**src/rtl/alu_arbiter.sv**
```systemverilog
// alu_arbiter: shares one registered ALU between two requesters using round-robin grants.
// Each requester has its own status context, which is fed to the ALU and updated from it.
module alu_arbiter #(
    parameter logic [4:0] STATUS_INIT = 5'b00000
) (
    input  logic        clk,
    input  logic        rst,
    input  logic        req0_valid,
    input  logic        req1_valid,
    output logic        req0_ready,
    output logic        req1_ready,
    input  logic [4:0]  req0_op,
    input  logic [4:0]  req1_op,
    input  logic [15:0] req0_a,
    input  logic [15:0] req0_b,
    input  logic [15:0] req1_a,
    input  logic [15:0] req1_b,
    output logic [15:0] alu_a,
    output logic [15:0] alu_b,
    output logic [4:0]  alu_op,
    output logic [4:0]  alu_status_in,
    input  logic [15:0] alu_c0,
    input  logic [15:0] alu_c1,
    input  logic [4:0]  alu_status_out,
    output logic        rsp_valid,
    input  logic        rsp_ready,
    output logic        rsp_id,
    output logic [15:0] rsp_c0,
    output logic [15:0] rsp_c1,
    output logic [4:0]  rsp_status,
    output logic        busy
);

    typedef enum logic [1:0] {
        IDLE  = 2'd0,
        ISSUE = 2'd1,
        CAPT  = 2'd2,
        RESP  = 2'd3
    } state_t;

    state_t      state_r;
    state_t      state_nxt_s;
    logic        last_grant_r;
    logic        grant_id_r;
    logic [4:0]  op_r;
    logic [15:0] a_r;
    logic [15:0] b_r;
    logic [4:0]  ctx0_r;
    logic [4:0]  ctx1_r;
    logic        rsp_id_r;
    logic [15:0] rsp_c0_r;
    logic [15:0] rsp_c1_r;
    logic [4:0]  rsp_status_r;
    logic        any_req_s;
    logic        pick_s;
    logic        accept_s;
    logic        capture_s;

    // Round-robin pick: on a tie the requester that did not win last time goes.
    always_comb begin
        any_req_s = 1'b0;
        pick_s    = 1'b0;
        if (req0_valid && req1_valid) begin
            any_req_s = 1'b1;
            pick_s    = ~last_grant_r;
        end else if (req0_valid) begin
            any_req_s = 1'b1;
            pick_s    = 1'b0;
        end else if (req1_valid) begin
            any_req_s = 1'b1;
            pick_s    = 1'b1;
        end else begin
            any_req_s = 1'b0;
            pick_s    = 1'b0;
        end
    end

    // State register.
    always_ff @(posedge clk) begin
        if (rst) begin
            state_r <= IDLE;
        end else begin
            state_r <= state_nxt_s;
        end
    end

    // Next-state logic; RESP waits for the consumer before arbitration resumes.
    always_comb begin
        state_nxt_s = state_r;
        case (state_r)
            IDLE: begin
                if (any_req_s) begin
                    state_nxt_s = ISSUE;
                end else begin
                    state_nxt_s = IDLE;
                end
            end
            ISSUE:   state_nxt_s = CAPT;
            CAPT:    state_nxt_s = RESP;
            RESP: begin
                if (rsp_ready) begin
                    state_nxt_s = IDLE;
                end else begin
                    state_nxt_s = RESP;
                end
            end
            default: state_nxt_s = IDLE;
        endcase
    end

    // Output decode: grant strobe in IDLE, capture strobe in CAPT.
    always_comb begin
        accept_s  = 1'b0;
        capture_s = 1'b0;
        case (state_r)
            IDLE:    accept_s  = any_req_s & ~rst;
            CAPT:    capture_s = ~rst;
            default: begin
                accept_s  = 1'b0;
                capture_s = 1'b0;
            end
        endcase
    end

    assign req0_ready = accept_s & ~pick_s;
    assign req1_ready = accept_s & pick_s;
    assign rsp_valid  = (state_r == RESP);
    assign busy       = (state_r != IDLE);

    // Latch the winning request; the ALU sees only these registers.
    always_ff @(posedge clk) begin
        if (rst) begin
            op_r         <= 5'd0;
            a_r          <= 16'd0;
            b_r          <= 16'd0;
            grant_id_r   <= 1'b0;
            last_grant_r <= 1'b1;
        end else if (accept_s) begin
            op_r         <= pick_s ? req1_op : req0_op;
            a_r          <= pick_s ? req1_a  : req0_a;
            b_r          <= pick_s ? req1_b  : req0_b;
            grant_id_r   <= pick_s;
            last_grant_r <= pick_s;
        end
    end

    // Per-requester status contexts; only the granted one is ever written.
    always_ff @(posedge clk) begin
        if (rst) begin
            ctx0_r <= STATUS_INIT;
            ctx1_r <= STATUS_INIT;
        end else if (capture_s) begin
            if (grant_id_r) begin
                ctx1_r <= alu_status_out;
            end else begin
                ctx0_r <= alu_status_out;
            end
        end
    end

    // Response capture from the ALU result registers.
    always_ff @(posedge clk) begin
        if (rst) begin
            rsp_id_r     <= 1'b0;
            rsp_c0_r     <= 16'd0;
            rsp_c1_r     <= 16'd0;
            rsp_status_r <= 5'd0;
        end else if (capture_s) begin
            rsp_id_r     <= grant_id_r;
            rsp_c0_r     <= alu_c0;
            rsp_c1_r     <= alu_c1;
            rsp_status_r <= alu_status_out;
        end
    end

    assign alu_a         = a_r;
    assign alu_b         = b_r;
    assign alu_op        = op_r;
    assign alu_status_in = grant_id_r ? ctx1_r : ctx0_r;
    assign rsp_id        = rsp_id_r;
    assign rsp_c0        = rsp_c0_r;
    assign rsp_c1        = rsp_c1_r;
    assign rsp_status    = rsp_status_r;

endmodule

```
**config.mk**
```make
export PLATFORM = sky130hd
export DESIGN_NAME = alu_arbiter
export DESIGN_NICKNAME = d
export VERILOG_FILES = /design/src/rtl/alu_arbiter.sv
export SDC_FILE = /design/constraint.sdc
export NUM_CORES = 1
export LEC_CHECK = 0
export ABC_AREA = 1
export CORE_ASPECT_RATIO = 1.5
export CORE_UTILIZATION = 44
export CTS_BUF_LIST = sky130_fd_sc_hd__clkbuf_4
export CTS_CLUSTER_DIAMETER = 60
export DETAILED_ROUTE_END_ITERATION = 6
export PLACE_DENSITY = 0.95
export SLEW_MARGIN = 40
export SYNTH_ARGS = -nofsm -noshare
export SYNTH_HDL_FRONTEND = slang
export SYNTH_SLANG_ARGS = --single-unit
```
**constraint.sdc**
```tcl
create_clock -name clk -period 2.1 [get_ports clk]
set_clock_uncertainty 0.15 [all_clocks]
set_input_delay 0.315 -clock clk [delete_from_list [all_inputs] [get_ports clk]]
set_output_delay 0.315 -clock clk [all_outputs]
set_load 0.005 [all_outputs]
```
== Yosys cells after proc, flatten, opt, wreduce, memory -nomap -nowiden ==
Index checks and enable logic that the tools add are counted.

* Equal/unequal tests: 3
* Multiplexer cells: 14
* Bitwise gates (word level): 7
* Reduce and logical (&&, ||, !) cells: 5

{| class="wikitable"
|+ Operators by type and width
! cell !! count
|-
| $mux 16 || 2
|-
| $mux 5 || 2
|-
| $mux 1 || 8
|-
| $pmux 2 s4 || 1
|-
| $eq 2x2->1 const B || 2
|-
| $not 1->1 || 4
|-
| $reduce_and 2->1 || 2
|-
| $and 1x1->1 || 3
|-
| $eq 2x1->1 const B || 1
|-
| $logic_not 2->1 || 1
|-
| $mux 2 || 1
|-
| $reduce_bool 2->1 || 1
|-
| $logic_and 1x1->1 || 1
|}

* Flip-flop bits (word level): 89
* Bits of input ports: 116
* Output and inout bits: 84
* Word-level logic and storage cells: 41

== Depth between registers and ports, before layout ==
Gate-level depths: netlist (run 1).

* Word-level depth: 6
* Depth in mapped cells: 8
* Gate-level depth less buffers: 6

== Worst setup path after synthesis (run 1) ==
OpenSTA, ideal clock, no wires.

* Path type: input -> output
* From: input port rst
* To: output port req1_ready
* Data arrival time: 1012 ps
* Required time: 1635 ps
* Path slack: 623 ps
* Stages: 6
* Path buffers: 3
* Path through: buf_2 -> inv_2 -> buf_4 -> nand3_2 -> buf_2 -> nor2_1

* Longest elaborated chain between the ends: 4

{| class="wikitable"
|+ Ends and longest elaborated chain
! item !! line !! RTL
|-
| from (decl) || 7 || <nowiki>input logic rst,</nowiki>
|-
| $not 1->1 || 116 || <nowiki>IDLE: accept_s = any_req_s & ~rst;</nowiki>
|-
| $and 1x1->1 || 116 ||
|-
| $mux 1 || 115 || <nowiki>case (state_r)</nowiki>
|-
| $and 1x1->1 || 126 || <nowiki>assign req1_ready = accept_s & pick_s;</nowiki>
|-
| to (decl) || 11 || <nowiki>output logic req1_ready,</nowiki>
|}

Every way passes these cells.

== Final worst setup path (run 1) ==
* From: register state_r[1]
* To: output port req0_ready

* Longest elaborated chain between the ends: 3

{| class="wikitable"
|+ Ends and longest elaborated chain
! item !! line !! RTL
|-
| from (decl) || 41 || <nowiki>state_t state_r;</nowiki>
|-
| from (signal assigned) || 83 || <nowiki>state_r <= state_nxt_s;</nowiki>
|-
| $logic_not 2->1 || 115 ||
|-
| $mux 1 || 115 ||
|-
| $and 1x1->1 || 125 || <nowiki>assign req0_ready = accept_s & ~pick_s;</nowiki>
|-
| to (decl) || 10 || <nowiki>output logic req0_ready,</nowiki>
|}

Every way passes these cells.

==> results.txt, run 1 <==
The run finished with clean final reports. The detailed router placed 4,152 vias in this run. TritonCTS built the clock tree.

In the final design database the tool counted 846 nets. The Yosys step of the flow raised 0 warnings. The tools report the post-synthesis sequential area ratio as 0.473. Setup repair after global routing left no endpoint under its margin. The leakage power figure is 0.00258 uW.

Element type at the critical path start: a flip-flop. The library cells used most frequently in the layout, excluding fill and tap cells, are 192 x sky130_fd_sc_hd__clkdlybuf4s50_1, 175 x sky130_fd_sc_hd__nand2_1, 86 x sky130_fd_sc_hd__dfxtp_1. The count of TritonRoute iterations in the first routing pass was 7. The number of hold violations in the final report is 0, and the number of global-route vias before repair is 3,864. The tools report the I/O pin count as 200. The tools report the global router's overall resource usage as 0.249.

The endpoint arrival time on the critical path came out at 1560 ps. The met2 track demand over resource in global routing was 0.450. The starting density of the core came out at 0.450. The tools report the initial DRC count as 238.

Counting flops and latches in the post-synthesis netlist gives 89. In this run the tool buffered the top-level ports with 199 buffer cells. Timing analysis after detailed placement gives a worst setup slack of -77.7 ps. The maximum fanout along the worst path works out to 3.

The busiest layer in global routing was met2. The placed instances occupy a cell area of 5820 um^2. The met3 track demand over resource was 0.0778.

The share of post-route cells with drive strength above 1 was 0.0639. Remaining number of nets flagged by the antenna check after routing: 0. The number of antenna violations at the first check in global routing was 0.

Measured in cells, the most critical reg-to-reg path has a length of 8. For the die area, the log shows 8940 um^2. The core region is 8360 um^2. Share of the clock period used by the worst path: 0.962. For this design the ratio of total power to cell area is 689 nW/um^2. The worst hold path was traced through 5 stages. The HPWL after detailed placement is 8330 um. In this run the horizontal extent of the chip is 77.5 um.

The post-layout utilization of the core was 0.721; the growth of design area from synthesis to finish was 60.2%. The average vias per placed instance was 4.93. For the pin with the worst max-slew slack, the measured transition is 455 ps. The die is 115 um tall.

The met1 track demand over resource in global routing was 0.272. The worst min-delay path class is primary input to flip-flop. CTS built an H-tree with a depth of 3. The clock-pin slew on the worst setup and hold paths was 120 ps. The class of the most critical setup path was flip-flop to output port. The congestion estimate from routability-driven global placement came to 0.773.

After routing the design area is 6030 um^2. The largest net degree at the start of global routing was 45. The standard-cell row count was 41. Setup slack closes at 79.4 ps. The shortest clock period the worst path allows after layout is 2020 ps, and the maximum clock rate is 495 MHz.

The library cell used as clock root buffer is sky130_fd_sc_hd__clkbuf_4. The longest clock path from root to sink contains 2 buffers. The mean instance size in the synthesized netlist came out at 7.01 um^2.

The total routed wirelength is 10,900 um, and the count of pins over their slew limit is 0. Kind of end point of the critical path: an output port. The tools report the net count of the mapped netlist as 653. The required time of the critical path came out at 1630 ps.

The synthesized netlist occupies a cell area of 3760 um^2. The first global-routing pass estimated 17,700 um of wire. Dividing the detail-routed wire length by the instance count gives 13.0 um.

The antenna diode instance count was 0. Synthesis handed over a netlist of 537 instances. The run gives 19 as the count of cell types in the netlist. Clock latency on the worst-skew pair, taken at its later pin, is 410 ps. The number of hold buffers added after CTS was 0. Across the run, the number of max-cap violations was 0. In this run, CTS created clock tree buffers numbering 9. The total overflow left after global routing is 0.

Leading cell type in the layout, fill and taps excluded: sky130_fd_sc_hd__clkdlybuf4s50_1. The worst slew margin relative to its limit is 0.697. Setup violations remaining at the end of the flow were counted as 0.

Clock tree synthesis found a total of 89 sinks. DRC violations left: 0. The tools report the maximum vdd ir drop as 0.449 mV.
## worst paths after layout
kind | startpoint | end | slack (ps)
worst max-delay path | state_r[1] | req0_ready | 80
worst min-delay path | rst | ctx1_r[3] | 230
worst max register to register | state_r[1] | alu_op[3] | 370
worst min register to register | alu_b[7] | alu_b[7] | 320
## worst max-delay path, cell delays in order (launching register included)
cell,delay (ps)
sky130_fd_sc_hd__dfxtp_2,360
sky130_fd_sc_hd__nor2_4,140
sky130_fd_sc_hd__buf_4,160
sky130_fd_sc_hd__inv_2,50
sky130_fd_sc_hd__nor2_2,90
sky130_fd_sc_hd__nand2_1,70
sky130_fd_sc_hd__inv_1,60
sky130_fd_sc_hd__dlygate4sd2_1,220
## Yosys cell counts (all sizes together)
library cell,number,share of area
inv,87,0.087
nand2,176,0.18
o22ai,38,0.063
dfxtp,89,0.47
nand3,39,0.055
a21oi,42,0.056
nor2,14,0.016
clkbuf,10,0.010
o21ai,14,0.019
a211oi,1,0.0020
nand4,1,0.0017
o31ai,1,0.0020
buf,25,0.041
## per-stage QoR
step	cells	hold WS, ps	power (uW)	TNS [ps]
2_1_floorplan	537	291	2410	0
3_5_place_dp	824	305	3010	-151
4_1_cts	842	194	4180	0
3_3_place_gp	824	300	2980	-19.1
6_report	842	231	4150	0
5_1_grt	842	208	4370	0
## cell type report
cell class | count | area, um^2
inverter | 87 | 327
clock buffer | 10 | 75.1
fill | 636 | 2330
timing repair buffer | 217 | 2130
clock inverter | 6 | 106
tap | 107 | 134
sequential | 89 | 1790
multi-input combinational | 326 | 1480
## sequential cells by signal, indices dropped and copies added, names as in the netlist
| name | flops |
|---|---|
| ctx0_r | 5 |
| ctx1_r | 5 |
| alu_b | 16 |
| grant_id_r | 1 |
| alu_op | 5 |
| state_r | 2 |
| rsp_status | 5 |
| alu_a | 16 |
| last_grant_r | 1 |
| rsp_c0 | 16 |
| rsp_c1 | 16 |
| rsp_id | 1 |
## metal layers
metal  vias to the layer above  share of wire
li1                       2065              -
met1                      1852           0.39
met2                       220           0.51
met3                        15          0.091
met4                         0          0.012
met5                         -              0
## cell families (layout without fill, tap and decap cells)
| family | after synthesis | in the layout | share of synthesized area |
|---|---|---|---|
| flops | 89 | 89 | 0.473 |
| compound gates | 96 | 96 | 0.142 |
| simple gates | 230 | 230 | 0.248 |
| buf+inv | 122 | 320 | 0.138 |
## where the power goes
group          leakage [uW]  internal, uW  switching [uW]  total [uW]
sequential         0.000726          1830            77.2        1910
clock             0.0000940           611             544        1150
combinational       0.00177           603             488        1090
## timing repair
action	in CTS	in global routing
endpoints found under the hold margin	0	0
pin swaps	2	0
cloned	0	0
buffers inserted	2	0
setup endpoints to repair	2	7
gates resized for setup	7	6
Power figures use the tool's default switching activity.
==> run 2: changes to the inputs <==
--- a/config.mk
+++ b/config.mk
@@ -12,6 +12,7 @@
 export CTS_CLUSTER_DIAMETER = 60
 export DETAILED_ROUTE_END_ITERATION = 6
 export PLACE_DENSITY = 0.95
+export SKIP_CTS_REPAIR_TIMING = 1
 export SLEW_MARGIN = 40
 export SYNTH_ARGS = -nofsm -noshare
 export SYNTH_HDL_FRONTEND = slang
==> results.txt, run 2 (synthesis gave the netlist of run 1 again) <==
Total via count in the routed design: 4,121 (-0.75%). Combinational power share: 0.263 (about the same). The total core area is 8360 um^2 (unchanged). The standard-cell row count is 41 (unchanged), and the starting density of the core is 0.450 (unchanged). The I/O pin count is 200 (unchanged). The worst setup path is of the flip-flop to output port kind.

The logs give 0 (unchanged) for the number of setup violations in the final report and 0.448 mV (-0.26%) for the maximum vdd ir drop. The largest net degree at the start of global routing is 45 (unchanged), and the half-perimeter wire length after placement is 8330 um (unchanged). Count of TritonRoute iterations in the first routing pass: 4 (-3). The global router's overall resource usage is 0.247 (-0.00185). Total routed wirelength: 10,800 um (-0.96%). The required time of the critical path came out at 1630 ps (about the same). For the number of antenna violations at the first check in global routing, the log shows 0 (unchanged).

The initial DRC count is 224 (-5.9%), and the number of buffer and inverter stages on the critical path is 2 (-2). For the filler cell count in the final layout, the log shows 631 (-0.79%). Number of global-route vias before repair: 3,858 (-0.16%). Setup repair after global routing left no endpoint under its margin.

The die width is 77.5 um (unchanged). The run gives 0.696 (-0.000774) as the worst slew margin relative to its limit. For the die area, the log shows 8940 um^2 (unchanged). The slowest cell on the critical path was sky130_fd_sc_hd__clkdlybuf4s50_1. TritonCTS built the clock tree. Library cell used as clock root buffer: sky130_fd_sc_hd__clkbuf_4. The total congestion overflow after global routing is 0 (unchanged), and the clock-pin slew on the worst setup and hold paths is 130 ps (about the same). The run gives 17,600 um (-0.58%) as the first-pass GRT wire length. The tools report the number of hold violations in the final report as 0 (unchanged).

The overall die height was 115 um (unchanged). The delay of the slowest critical-path stage is 510 ps (+150 ps). The post-layout utilization of the core was 0.723 (+0.00150).

Power share of the clock group: 0.278 (about the same). The library cells used most frequently in the layout, excluding fill and tap cells, are 192 x sky130_fd_sc_hd__clkdlybuf4s50_1, 176 x sky130_fd_sc_hd__nand2_1, 86 x sky130_fd_sc_hd__dfxtp_1. The worst setup path is launched from a flip-flop. Leading cell type in the layout, fill and taps excluded: sky130_fd_sc_hd__clkdlybuf4s50_1.

The deepest clock path buffer count was 2 (unchanged); the average vias per placed instance was 4.89 (-0.75%). The worst slack at placement is -77.7 ps (unchanged). The mean routed wirelength per cell is 12.8 um (-0.96%). The share of post-route cells with drive strength above 1 is 0.0639 (unchanged), and the antenna diode instance count is 0 (unchanged). The run gives 0.00262 uW (+1.3%) as the leakage power figure. Worst-case hold slack: 233 ps (+1.90 ps). The dominant cell type by count on the critical path is sky130_fd_sc_hd__nand2_1. Clock insertion delay at the later pin of the skew report: 410 ps (about the same). The flow ran to the end, and the final reports show no timing, DRC or antenna violations.

The clock sink count came out at 89 (unchanged). The tools report the final critical-path setup slack as 91.2 ps (+11.8 ps). The signal on the critical path passes through buf_6 > nand2_1 > nand2_1 > clkdlybuf4s50_1. For the DRC violations left, the log shows 0 (unchanged). The share of the clock period used by the worst path works out to 0.957 (-0.00561). The shortest clock period the worst path allows after layout came out at 2010 ps (-11.8 ps).

On the critical path the largest part of the delay comes from buffers and inverters. The switching component of the power is 1110 uW (-0.17%), and the fraction of power spent switching nets is 0.266 (-0.000560). The number of port buffers is 199 (unchanged), and the share of total power in sequential cells is 0.459 (about the same). For the max-capacitance violation count, the log shows 0 (unchanged). The final estimated routing congestion in global placement is 0.773 (unchanged), and the endpoint arrival time on the critical path is 1540 ps (-20 ps). The logs give 846 (unchanged) for the net total in the final layout and 0 (unchanged) for the count of pins over their slew limit.

The power density over cell area works out to 688 nW/um^2 (-0.16%). The maximum clock rate was 498 MHz (+0.59%); the growth of design area from synthesis to finish was 60.5%. Kind of end point of the critical path: an output port. The maximum fanout along the worst path works out to 12 (+9). Remaining number of nets flagged by the antenna check after routing: 0 (unchanged). The worst hold path belongs to the class primary input to flip-flop. The slew at the pin with the worst max-slew slack was 456 ps (+1.16 ps); the internal power summed over all cells was 3050 uW (+0.12%). The H-tree depth reported by CTS came out at 3 (unchanged). The total CTS buffers is 9 (unchanged).
run 2: power by group through the flow:
| stage | clock network [uW] | logic (uW) | registers, uW |
|---|---|---|---|
| 4_1_cts | 1180 | 1080 | 1900 |
| 5_1_grt | 1250 | 1200 | 1930 |
| 6_report | 1150 | 1090 | 1910 |
| 3_5_place_dp | 0 | 1070 | 1940 |
| 3_3_place_gp | 0 | 1040 | 1930 |
| 2_1_floorplan | 0 | 461 | 1950 |
run 2: cell type report:
class | instances | area [um^2] | share of cell area
clock buffers | 10 | 75.1 | 0.0124
clock inverters | 6 | 106 | 0.0176
inverters | 87 | 327 | 0.0540
multi-input cells | 326 | 1480 | 0.245
flip-flops and latches | 89 | 1790 | 0.296
well taps | 107 | 134 | 0.0222
repair buffers | 217 | 2140 | 0.353
run 2: metrics by stage:
| step | area [um^2] | cells | power, uW | setup TNS (ps) |
|---|---|---|---|---|
| final | 6040 | 842 | 4160 | 0 |
| after global routing | 6040 | 842 | 4380 | 0 |
| after CTS | 6000 | 840 | 4160 | -358 |
| after detailed placement | 5820 | 824 | 3010 | -151 |
| after global placement | 5820 | 824 | 2980 | -19.1 |
| after floorplan | 3760 | 537 | 2410 | 0 |
run 2: path summary, 6_finish.rpt:
kind | from | to | slack [ps] | cells past startpoint
worst max-delay path | grant_id_r | alu_status_in[2] | 90 | 4
worst min-delay path | rst | ctx1_r[3] | 230 | 5
worst max register to register | state_r[1] | alu_op[3] | 540 | 6
worst min register to register | alu_b[4] | alu_b[4] | 320 | 2
run 2: tightest hold or removal path: cells and delay by family:
kind,cells,cell delay (ps)
AOI/OAI and AO/OA,1,70
and+or+nand+nor,1,40
buffers and inverters,3,330
run 2: per-layer routing:
layer | up-vias | GRT usage | wire length, um
met5 | - | 0 | 0
met4 | 0 | 0.0918 | 137
met3 | 13 | 0.0778 | 932
met2 | 194 | 0.447 | 5490
met1 | 1852 | 0.268 | 4260
li1 | 2062 | - | -
